<file path="config.mk">
export PLATFORM = sky130hd
export DESIGN_NAME = axis_stream_arbiter
export DESIGN_NICKNAME = d
export VERILOG_FILES = /design/src/rtl/axis_stream_arbiter.sv
export SDC_FILE = /design/constraint.sdc
export NUM_CORES = 1
export LEC_CHECK = 0
export CAP_MARGIN = 25
export CELL_PAD_IN_SITES_DETAIL_PLACEMENT = 0
export CELL_PAD_IN_SITES_GLOBAL_PLACEMENT = 1
export CORE_AREA = 2 2 145 147
export DETAILED_ROUTE_END_ITERATION = 7
export DIE_AREA = 0 0 147 149
export GPL_TIMING_DRIVEN = 0
export PLACE_DENSITY = 0.74
export SETUP_SLACK_MARGIN = 0.5
export SYNTH_ARGS = -nofsm -noshare
export SYNTH_HDL_FRONTEND = slang
export SYNTH_SLANG_ARGS = --single-unit
</file>
<file path="constraint.sdc">
create_clock -name aclk -period 4.1 [get_ports aclk]
set_input_delay 0.615 -clock aclk [delete_from_list [all_inputs] [get_ports aclk]]
set_output_delay 0.615 -clock aclk [all_outputs]
set_load 0.03 [all_outputs]
</file>
<file path="src/rtl/axis_stream_arbiter.sv">
// Packet-granular round-robin arbiter that shares one AXI-Stream datapath between NUM_SRC requesters.
// The granted stream is routed combinationally; its mode/constant are latched at grant time for the whole packet.
module axis_stream_arbiter #(
  parameter int TDATA_WIDTH    = 32,
  parameter int NUM_SRC        = 4,
  parameter int MAX_PACKET_LEN = 10,
  parameter int ID_W           = $clog2(NUM_SRC)
) (
  input  logic                            aclk,
  input  logic                            areset,
  input  logic [NUM_SRC*TDATA_WIDTH-1:0]  s_axis_tdata,
  input  logic [NUM_SRC*TDATA_WIDTH/8-1:0] s_axis_tkeep,
  input  logic [NUM_SRC-1:0]              s_axis_tlast,
  input  logic [NUM_SRC-1:0]              s_axis_tvalid,
  output logic [NUM_SRC-1:0]              s_axis_tready,
  input  logic [2*NUM_SRC-1:0]            src_mode,
  input  logic [NUM_SRC*TDATA_WIDTH-1:0]  src_constant,
  output logic [TDATA_WIDTH-1:0]          m_axis_tdata,
  output logic [TDATA_WIDTH/8-1:0]        m_axis_tkeep,
  output logic                            m_axis_tlast,
  output logic                            m_axis_tvalid,
  input  logic                            m_axis_tready,
  output logic [1:0]                      m_mode,
  output logic [TDATA_WIDTH-1:0]          m_constant_value,
  output logic [ID_W-1:0]                 grant_id,
  output logic                            busy,
  output logic                            err_overlength
);

  localparam int KEEP_W = TDATA_WIDTH / 8;
  localparam int CNT_W  = $clog2(MAX_PACKET_LEN + 1);
  localparam logic [CNT_W-1:0] LAST_BEAT = CNT_W'(MAX_PACKET_LEN - 1);

  typedef enum logic {
    ST_IDLE = 1'b0,
    ST_XFER = 1'b1
  } state_t;

  state_t                 state_q, state_d;
  logic [ID_W-1:0]        rr_ptr_q, rr_ptr_d;
  logic [ID_W-1:0]        grant_id_q, grant_id_d;
  logic [CNT_W-1:0]       beat_cnt_q, beat_cnt_d;
  logic [1:0]             mode_q, mode_d;
  logic [TDATA_WIDTH-1:0] const_q, const_d;
  logic                   err_q, err_d;

  logic [TDATA_WIDTH-1:0] src_data_a  [NUM_SRC];
  logic [KEEP_W-1:0]      src_keep_a  [NUM_SRC];
  logic [1:0]             src_mode_a  [NUM_SRC];
  logic [TDATA_WIDTH-1:0] src_const_a [NUM_SRC];

  logic                   req_found;
  logic [ID_W-1:0]        req_sel;
  logic                   last_forced;
  logic                   beat_accept;

  for (genvar i = 0; i < NUM_SRC; i++) begin : g_unpack
    assign src_data_a[i]  = s_axis_tdata[i*TDATA_WIDTH +: TDATA_WIDTH];
    assign src_keep_a[i]  = s_axis_tkeep[i*KEEP_W +: KEEP_W];
    assign src_mode_a[i]  = src_mode[2*i +: 2];
    assign src_const_a[i] = src_constant[i*TDATA_WIDTH +: TDATA_WIDTH];
  end

  function automatic logic [ID_W-1:0] wrap_add(input logic [ID_W-1:0] base, input int off);
    int sum;
    sum = int'(base) + off;
    if (sum >= NUM_SRC) sum = sum - NUM_SRC;
    return ID_W'(sum);
  endfunction

  // Descending scan so the nearest requester after rr_ptr overwrites any farther one.
  always_comb begin : rr_pick
    req_found = 1'b0;
    req_sel   = rr_ptr_q;
    for (int k = NUM_SRC - 1; k >= 0; k--) begin
      if (s_axis_tvalid[wrap_add(rr_ptr_q, k)]) begin
        req_found = 1'b1;
        req_sel   = wrap_add(rr_ptr_q, k);
      end
    end
  end

  assign last_forced = (beat_cnt_q == LAST_BEAT);

  always_comb begin : route
    // NOTE: every signal driven here gets a default first, so no path leaves it unassigned and no latch is inferred.
    m_axis_tdata  = '0;
    m_axis_tkeep  = '0;
    m_axis_tlast  = 1'b0;
    m_axis_tvalid = 1'b0;
    s_axis_tready = '0;
    if (state_q == ST_XFER) begin
      m_axis_tdata              = src_data_a[grant_id_q];
      m_axis_tkeep              = src_keep_a[grant_id_q];
      m_axis_tvalid             = s_axis_tvalid[grant_id_q];
      m_axis_tlast              = s_axis_tlast[grant_id_q] | last_forced;
      s_axis_tready[grant_id_q] = m_axis_tready;
    end
  end

  assign beat_accept = m_axis_tvalid & m_axis_tready;

  always_comb begin : next_state
    state_d    = state_q;
    rr_ptr_d   = rr_ptr_q;
    grant_id_d = grant_id_q;
    beat_cnt_d = beat_cnt_q;
    mode_d     = mode_q;
    const_d    = const_q;
    err_d      = 1'b0;
    unique case (state_q)
      ST_IDLE: begin
        if (req_found) begin
          state_d    = ST_XFER;
          grant_id_d = req_sel;
          mode_d     = src_mode_a[req_sel];
          const_d    = src_const_a[req_sel];
          beat_cnt_d = '0;
        end
      end
      ST_XFER: begin
        if (beat_accept) begin
          beat_cnt_d = beat_cnt_q + CNT_W'(1);
          if (m_axis_tlast) begin
            state_d  = ST_IDLE;
            rr_ptr_d = wrap_add(grant_id_q, 1);
            // Only a cut made by the length limit is an error; a genuine tlast on the last slot is not.
            err_d    = ~s_axis_tlast[grant_id_q];
          end
        end
      end
      default: state_d = ST_IDLE;
    endcase
  end

  // NOTE: sequential state uses non-blocking assignments so every flop samples pre-edge values regardless of order.
  always_ff @(posedge aclk or posedge areset) begin
    if (areset) begin
      state_q    <= ST_IDLE;
      rr_ptr_q   <= '0;
      grant_id_q <= '0;
      beat_cnt_q <= '0;
      mode_q     <= '0;
      const_q    <= '0;
      err_q      <= 1'b0;
    end else begin
      state_q    <= state_d;
      rr_ptr_q   <= rr_ptr_d;
      grant_id_q <= grant_id_d;
      beat_cnt_q <= beat_cnt_d;
      mode_q     <= mode_d;
      const_q    <= const_d;
      err_q      <= err_d;
    end
  end

  assign m_mode           = mode_q;
  assign m_constant_value = const_q;
  assign grant_id         = grant_id_q;
  assign busy             = (state_q == ST_XFER);
  assign err_overlength   = err_q;

endmodule

</file>
==> impl_metrics.csv <==
group,metric,value,unit
setup_path,crit_fanout,10,
die,io_pins,371,
synth,syn_nets,687,
die,dieHeight,149,um
global_routing,grt_first_pass_wirelength,31100,um
synth,synth_seq_cells,44,
timing,max_freq,0.291,GHz
clock_network,insertion_delay,0.30,ns
synth,synthArstFlopShare,100,%
placed_design,portBuffers,370,
timing,rsz0062_at_grt,"no",
clock_network,cts_buffer_depth,2,
power_and_ir_drop,clkPwrFrac,10.0,%
drt,drc,0,
die,core.rowCount,53,
timing,finalSetupViolCount,0,
drt,drt-total-wl,21000,um
layout,fillers,2051,
global_routing,antenna_found_initial,2,
synth,synth.most_common_cell,"dfrtp_1",
synth,synth_edf_count,0,
drt,firstDrtPassIters,4,
power_and_ir_drop,swShare,46.5,%
die,core_area,20600,um2
job,cap_violations,0,
clock_network,cts_tree,"built",
setup_path,cp_slowest_cell,"clkdlybuf4s50_1",
timing,maxSlewHeadroom,49.0,%
power_and_ir_drop,p_seq_share,15.4,%
global_routing,grt_max_degree,28,
power_and_ir_drop,cell_internal_pwr,2700,uW
synth,yosysWarnings,0,
power_and_ir_drop,irDropWorstVdd,0.218,mV
drt,wire_per_inst,20.1,um
hold_path,hp-class,"reg2reg",
die,fp.dieW,147,um
clock_network,cts_hold_buffers,0,
timing,finalCritPeriodShare,83.8,%
power_and_ir_drop,p_comb_share,74.6,%
synth,syn_avg_cell_area,10.5,um2
synth,synthFlopType,"dfrtp_1",
drt,antenna_left,0,
placed_design,gp_congestion,0.849,
setup_path,crit_path_frequent_cell,"buf_4",
placed_design,dp_hpwl,17300,um
timing,skew,0.00837,ns
clock_network,cts_buffers,5,
setup_path,arrival,2.82,ns
setup_path,worst_setup_path_end_kind,"output pin",
clock_network,post-cts-setup-buffer-count,0,
die,dieArea,21900,um2
synth,ys_top_cells_by_area,"dfrtp_1 27%, mux4_2 21%, and2_1 5.6%, a221o_1 4.4%, mux2i_1 3.9%",
timing,slew_viol_final,0,
power_and_ir_drop,power_leakage,0.00310,uW
timing,finalSetupTns,0,ns
timing,tightest_slew,0.760,ns
drt,drt_iter0_markers,179,
layout,area_delta_synth_final,104,%
clock_network,clk_pin_slew_worst_paths,0.06,ns
clock_network,clock_sinks,44,
die,start_util,20.0,%
clock_network,root_buffer,"clkbuf_16",
drt,via_per_inst,4.73,
setup_path,cp-start-kind,"flip-flop",
setup_path,criticalPathCategory,"reg2out",
clock_network,htree_levels,2,
synth,yosysSeqAreaShare,26.8,%
setup_path,worstPathCellList,"clkbuf_2, buf_4, buf_4, mux4_2, and2_1, clkdlybuf4s50_1",
global_routing,overflow,0,
synth,synth_top_cell_by_area,"dfrtp_1",
layout,layout.nets,1066,
power_and_ir_drop,power.total,5040,uW
timing,min_period,3.44,ns
synth,synth_top_area_share,26.8,%
setup_path,cp.required,3.48,ns
timing,hold_violations,0,
synth,synthCells,390,
global_routing,grt_pass1_vias,5120,
synth,synth_cell_types,39,
synth,yosys-top-cells-count,"44 x dfrtp_1, 38 x mux4_2, 37 x and2_1",
synth,synth.cell_area,4110,um2
drt,num_vias,4950,
power_and_ir_drop,powerDensity,602,nW/um2
layout,drive_gt1_share,11.2,%
global_routing,grtUsageTotal,18.6,%
setup_path,critical_path.max_stage_delay,0.60,ns
power_and_ir_drop,switchingPower,2340,uW
outcome,status,"finished clean",
power by group through the flow:
stage	combinational, uW	clock (uW)	sequential (uW)
3_5_place_dp	3790	0	782
6_report	3760	502	776
4_1_cts	3810	521	780
3_3_place_gp	3780	0	781
2_1_floorplan	1900	0	1100
5_1_grt	4010	535	806
placed cells by master (no fill, tap or decap), types with 18 or more instances in the layout:
cell type          n
o21ai_0           22
mux4_2            38
a221o_1           18
a21oi_1           20
clkbuf_1          22
clkdlybuf4s50_1  370
nand3_1           21
dfrtp_1           44
nor2_1            23
and2_1            37
metal layers:
layer  global-route usage, %  vias up  wire length, um
met5                       0        -                0
met4                    5.10        0              433
met3                    4.25       29             1550
met2                    32.0      224            10300
met1                    23.7     2393             8760
li1                        -     2304                -
kinds of logic after synthesis:
logic type	count (synthesis)	share of synthesized area, %
AOI/OAI and AO/OA	119	22.3
DFF	44	26.8
buffers and inverters	45	4.72
xor gates and xnor gates	2	0.427
adders and majority gates	6	1.83
muxes	73	30.0
and+or+nand+nor	101	13.9
repair_timing:
action	4_1_cts	5_1_grt
cloned	0	0
resized for setup	5	2
setup endpoints to repair	21	20
state kept, by name, summed over array words and instances (netlist names):
signal	flops
beat_cnt_q	4
rr_ptr_q	2
err_overlength	1
busy	1
m_mode	2
m_constant_value	32
grant_id	2
worst max-delay path, delay by kind of cell, from the launching register on:
kind	cells	cell delay [ns]
muxes	1	0.53
buffers and inverters	4	1.37
DFF	1	0.43
and+or+nand+nor	1	0.18
worst paths after layout:
kind,endpoint,from,cells after the start,slack [ns]
setup / recovery,m_axis_tdata[9],grant_id[0],6,0.66
hold / removal,m_constant_value[24],m_constant_value[24],1,0.51
setup reg to reg,m_constant_value[15],rr_ptr_q[0],6,1.55
hold reg to reg,m_constant_value[24],m_constant_value[24],1,0.51
max in group asynchronous,m_constant_value[25],areset,3,2.94
min in group asynchronous,m_constant_value[31],areset,2,0.65
final cells by class:
type | count | area, um2 | share of cell area (%)
Tap cell | 275 | 344 | 4.11
Clock buffer | 7 | 153 | 1.82
Sequential cell | 44 | 1100 | 13.1
Inverter | 5 | 18.8 | 0.224
Timing Repair Buffer | 372 | 3730 | 44.5
Buffer | 40 | 186 | 2.22
Antenna cell | 2 | 5.00 | 0.0597
Multi-Input combinational cell | 301 | 2810 | 33.5
Clock inverter | 1 | 30.0 | 0.358
per-stage QoR:
step           setup WS [ns]  cells  instance area (um2)  util [%]  hold slack [ns]
2_1_floorplan           1.35    390                 4110         -            0.497
3_3_place_gp           0.492   1035                 8150      39.7            0.496
3_5_place_dp           0.519   1037                 8180      39.8            0.501
4_1_cts                0.506   1045                 8370      40.7            0.517
5_1_grt                0.500   1047                 8380      40.8            0.535
6_report               0.665   1047                 8380      40.8            0.510
Power figures use the tool's default switching activity.
